$ cat src/rtl/approx_mul_err_monitor.sv
// Error statistics monitor for 8x8 approximate multipliers; optional max-error tracking via APPROX_ERR_MAX_TRACK_EN.
// Latency: a sample accepted at edge T is in the sums after edge T+2.
// Backpressure: in_ready is high only while RUN; samples offered otherwise are dropped.
module approx_mul_err_monitor #(
  parameter int N_SAMPLES = 65536,
  parameter int ACC_W     = 52,
  parameter int CNT_W     = 21
) (
  input  logic             clk,
  input  logic             rst,
  input  logic             start,
  input  logic             in_valid,
  output logic             in_ready,
  input  logic [7:0]       IN1,
  input  logic [7:0]       IN2,
  input  logic [15:0]      aOut,
  output logic             busy,
  output logic             done,
  output logic [ACC_W-1:0] sum_sq_err,
  output logic [ACC_W-1:0] sum_abs_err,
  output logic [CNT_W-1:0] err_cnt,
  output logic             sat
`ifdef APPROX_ERR_MAX_TRACK_EN
  ,
  output logic [15:0]      max_abs_err,
  output logic [7:0]       max_IN1,
  output logic [7:0]       max_IN2
`endif
);

  typedef enum logic [1:0] {IDLE, RUN, DRAIN, DONE} state_t;

  localparam logic [CNT_W-1:0] LAST_IDX = CNT_W'(N_SAMPLES - 1);

  state_t           state;
  logic [CNT_W-1:0] smp_cnt;
  logic             xfer;
  logic             start_ok;

  logic [15:0]      exact_c;
  logic [16:0]      diff_c;
  logic [16:0]      neg_c;
  logic [15:0]      adiff_c;

  logic             s1_vld;
  logic [15:0]      s1_adiff;
  logic             s2_vld;
  logic [15:0]      s2_adiff;
  logic [31:0]      s2_sq;

  logic [ACC_W:0]   sq_sum_c;
  logic [ACC_W:0]   abs_sum_c;

  assign xfer     = in_valid && in_ready;
  assign start_ok = start && ((state == IDLE) || (state == DONE));

  assign exact_c = 16'(IN1) * 16'(IN2);
  assign diff_c  = {1'b0, aOut} - {1'b0, exact_c};
  assign neg_c   = -diff_c;
  assign adiff_c = diff_c[16] ? neg_c[15:0] : diff_c[15:0];

  // One extra bit on each sum exposes the carry used for saturation.
  assign sq_sum_c  = {1'b0, sum_sq_err} + (ACC_W+1)'(s2_sq);
  assign abs_sum_c = {1'b0, sum_abs_err} + (ACC_W+1)'(s2_adiff);

  always_ff @(posedge clk or posedge rst) begin
    if (rst) begin
      state    <= IDLE;
      in_ready <= 1'b0;
      busy     <= 1'b0;
      done     <= 1'b0;
      smp_cnt  <= '0;
    end else begin
      case (state)
        IDLE, DONE: begin
          if (start) begin
            state    <= RUN;
            in_ready <= 1'b1;
            busy     <= 1'b1;
            done     <= 1'b0;
            smp_cnt  <= '0;
          end
        end
        RUN: begin
          if (xfer) begin
            smp_cnt <= smp_cnt + CNT_W'(1);
            if (smp_cnt == LAST_IDX) begin
              state    <= DRAIN;
              in_ready <= 1'b0;
            end
          end
        end
        DRAIN: begin
          // With S1 empty, the last S2 update lands on this same edge.
          if (!s1_vld) begin
            state <= DONE;
            busy  <= 1'b0;
            done  <= 1'b1;
          end
        end
        default: state <= IDLE;
      endcase
    end
  end

`ifdef APPROX_ERR_MAX_TRACK_EN
  logic [7:0] s1_in1, s1_in2, s2_in1, s2_in2;
`endif

  always_ff @(posedge clk or posedge rst) begin
    if (rst) begin
      s1_vld   <= 1'b0;
      s1_adiff <= '0;
      s2_vld   <= 1'b0;
      s2_adiff <= '0;
      s2_sq    <= '0;
`ifdef APPROX_ERR_MAX_TRACK_EN
      s1_in1   <= '0;
      s1_in2   <= '0;
      s2_in1   <= '0;
      s2_in2   <= '0;
`endif
    end else begin
      s1_vld   <= xfer;
      if (xfer) s1_adiff <= adiff_c;
      s2_vld   <= s1_vld;
      s2_adiff <= s1_adiff;
      s2_sq    <= 32'(s1_adiff) * 32'(s1_adiff);
`ifdef APPROX_ERR_MAX_TRACK_EN
      if (xfer) begin
        s1_in1 <= IN1;
        s1_in2 <= IN2;
      end
      s2_in1 <= s1_in1;
      s2_in2 <= s1_in2;
`endif
    end
  end

  always_ff @(posedge clk or posedge rst) begin
    if (rst) begin
      sum_sq_err  <= '0;
      sum_abs_err <= '0;
      err_cnt     <= '0;
      sat         <= 1'b0;
`ifdef APPROX_ERR_MAX_TRACK_EN
      max_abs_err <= '0;
      max_IN1     <= '0;
      max_IN2     <= '0;
`endif
    end else if (start_ok) begin
      sum_sq_err  <= '0;
      sum_abs_err <= '0;
      err_cnt     <= '0;
      sat         <= 1'b0;
`ifdef APPROX_ERR_MAX_TRACK_EN
      max_abs_err <= '0;
      max_IN1     <= '0;
      max_IN2     <= '0;
`endif
    end else if (s2_vld) begin
      if (sq_sum_c[ACC_W]) begin
        sum_sq_err <= '1;
        sat        <= 1'b1;
      end else begin
        sum_sq_err <= sq_sum_c[ACC_W-1:0];
      end
      if (abs_sum_c[ACC_W]) begin
        sum_abs_err <= '1;
        sat         <= 1'b1;
      end else begin
        sum_abs_err <= abs_sum_c[ACC_W-1:0];
      end
      err_cnt <= err_cnt + CNT_W'(s2_adiff != 16'd0);
`ifdef APPROX_ERR_MAX_TRACK_EN
      // Strict compare keeps the first sample that reached the maximum.
      if (s2_adiff > max_abs_err) begin
        max_abs_err <= s2_adiff;
        max_IN1     <= s2_in1;
        max_IN2     <= s2_in2;
      end
`endif
    end
  end

endmodule

$ cat config.mk
export PLATFORM = sky130hd
export DESIGN_NAME = approx_mul_err_monitor
export DESIGN_NICKNAME = d
export VERILOG_FILES = /design/src/rtl/approx_mul_err_monitor.sv
export SDC_FILE = /design/constraint.sdc
export NUM_CORES = 1
export LEC_CHECK = 0
export BUFFER_PORTS_ARGS = -buffer_cell sky130_fd_sc_hd__clkbuf_2
export CORE_ASPECT_RATIO = 0.9
export CORE_MARGIN = 3
export CORE_UTILIZATION = 63
export CTS_CLUSTER_SIZE = 16
export DETAILED_ROUTE_END_ITERATION = 16
export PLACE_DENSITY = 0.83
export SETUP_SLACK_MARGIN = 0.15
export SLEW_MARGIN = 20
export SYNTH_ARGS = -nofsm -noshare
export SYNTH_HDL_FRONTEND = slang
export SYNTH_SLANG_ARGS = --single-unit
$ cat constraint.sdc
create_clock -name clk -period 9.3 [get_ports clk]
set_input_delay 1.395 -clock clk [delete_from_list [all_inputs] [get_ports clk]]
set_output_delay 1.395 -clock clk [all_outputs]
set_load 0.02 [all_outputs]
==> reports/metrics.yaml <==
outcome: "complete, no violations"
clk_latency_ps: 550
nets: 2958
ys_types: 76
timing.hold.ws_ps: 417.9
yosys-top-cells-count: "inv_1, dfrtp_1, fa_1"
max-slew-margin-rel_pct: 33.81
setup_viol: 0
cpPeakStageDelay_ps: 790
grt_max_degree: 97
cts_tree: "built"
mappedNetlistArea_sq_mm: 0.02163
cp-start-kind: "flip-flop"
synth-seq-area-share_pct: 24.99
pre_cts_slack_ps: 2331
clock_sinks: 216
antennaDiodeCount: 0
synth_edf_count: 0
arrival_ps: 7500
synth_area_leaders: "dfrtp_1, fa_1, ha_1, inv_1, nand2_1"
synthMostInstantiatedCell: "inv_1"
fp.dieH_um: 181.8
initial_core_util_pct: 64.72
critPathTopFamily: "adder cells"
vias: 17540
areaGrowthSynthToFinish_pct: 9.435
avgSynthCellArea_sq_um: 9.046
finClkSkew_ps: 20.95
synth_top_area_cell: "dfrtp_1"
wl_per_cell_um: 17.10
numCtsBuffers: 25
htree_levels: 1
drt-pass1-iter-count: 5
ys_ff_latch: 216
crit_fanout: 19
syn_nets: 2838
rsz0062_at_grt: "false"
routed_wl_um: 51040
row_count: 63
post-cts-setup-buffer-count: 0
hold_path_class: "reg -> reg"
layout-drive-gt1-share_pct: 10.00
ant_nets: 0
core_area_sq_mm: 0.03342
worstSetupEndpointType: "flip-flop"
cap_viol_max_count: 0
drtIter0Drc: 1253
die_area_sq_mm: 0.03660
dp_hpwl_um: 39670
required_ps: 9770
async_flop_share_pct: 100.0
dp.cells: 2939
finalCriticalPeriod_ps: 7035
path_class: "reg -> reg"
tightest_slew_ps: 990.4
grtUsageTotal_pct: 28.17
synthCells: 2391
cts_resized: 0
final.setup.worst_slack_ps: 2265
postCtsHoldBufs: 0
drc: 0
crit_buf_inv: 3
clkTransAtPathRegs_ps: 60
grt_pass1_wl_um: 87020
port_buffers: 164
hold_violations: 0
antenna_found_initial: 0
crit_top_cell: "fa_1"
cts_root_buf: "clkbuf_16"
finalCritPeriodShare_pct: 75.65
die_x_um: 201.3
fmax_mhz: 142.1
place.gp.congestion: 0.9302
overflow: 0
synth_flop_cell: "dfrtp_1"
vias_per_cell: 5.876
drv_slew: 0
clock_path_buffers: 3
path_cells: "nand2_1 > fa_1 > fa_1 > inv_1 > fa_1 > fa_1 > fa_1 > inv_1 > fa_1 > inv_1 > ha_1 > a21o_1 > a21o_1 > a2111oi_0 > o32ai_1 > nor2_1 > o21ai_1 > a2111oi_2 > nor3_1 > a211oi_1 > xnor2_1"
first_global_vias: 17880
crit_slowest_cell: "dfrtp_1"
tns_ps: 0
synth_top_area_share_pct: 24.99
ios: 165
instances_no_fill: 2985
ys_warn_count: 0
==> final timing paths <==
check                                  to         from  slack, ps  cells past startpoint
worst min-delay path               s2_vld       s1_vld        420                      0
worst max register to register  s2_sq[30]  s1_adiff[9]       2260                     21
min in group asynchronous            done          rst        950                      2
max in group asynchronous       s2_sq[10]          rst       7040                      3
worst max-delay path            s2_sq[30]  s1_adiff[9]       2260                     21
worst min register to register     s2_vld       s1_vld        420                      0
==> cells in the final DEF (no fill, tap or decap), types with 8 or more instances in the layout <==
cell and instances:
a211oi_1 20, a21o_1 56, a21oi_1 128, a311oi_1 16, a31oi_1 56, and2_1 102
and3_1 41, and4_1 8, clkbuf_16 25, clkbuf_2 164, clkinv_2 9, dfrtp_1 215
fa_1 216, ha_1 195, inv_1 382, nand2_1 206, nand2b_1 9, nand3_1 51
nand4_1 25, nor2_1 111, nor2b_1 18, nor3_1 37, nor4_1 9, o21a_1 18
o21ai_0 141, o21bai_1 10, or3_1 12, xnor2_1 76, xor2_1 55
==> stage by stage <==
stage | utilization [%] | cell area, sq um
2_1_floorplan | - | 21630
3_3_place_gp | 68.15 | 22780
3_5_place_dp | 68.15 | 22780
4_1_cts | 70.80 | 23660
5_1_grt | 70.82 | 23670
6_report | 70.82 | 23670
==> cell type report <==
| type | count | area, sq um |
|---|---|---|
| Tap cell | 455 | 569.3 |
| Clock inverter | 18 | 240.2 |
| Multi-Input combinational cell | 1714 | 14490 |
| Timing Repair Buffer | 171 | 873.3 |
| Clock buffer | 28 | 646.9 |
| Sequential cell | 216 | 5406 |
| Fill cell | 2540 | 9752 |
| Inverter | 383 | 1445 |
==> logic make-up (layout without fill, tap and decap cells) <==
kind of cell	after synthesis	count (layout)	synth area share, %
XOR/XNOR	132	132	5.345
AND/OR/NAND/NOR	658	658	15.31
flip-flops	216	216	24.99
multiplexers	8	8	0.3818
buffers and inverters	461	600	8.075
AO/OA/AOI/OAI	505	505	14.62
adder cells (fa/ha/maj)	411	411	31.27
==> state kept, by name, indices dropped and copies added (netlist names), 2 cells and up <==
name and count:
s1_adiff 16, sum_sq_err 52, s2_adiff 15, err_cnt 21, state 2, smp_cnt 21
s2_sq 31, sum_abs_err 52
==> layer usage <==
layer	vias up	wire length (um)	global-route usage, %
li1	8218	-	-
met1	8566	22060	39.05
met2	666	24190	47.14
met3	91	3672	4.051
met4	0	1107	7.394
met5	-	0	0
Power is not shown: default switching activity piles up to over one toggle a cycle in this logic, so the estimate is an artifact.
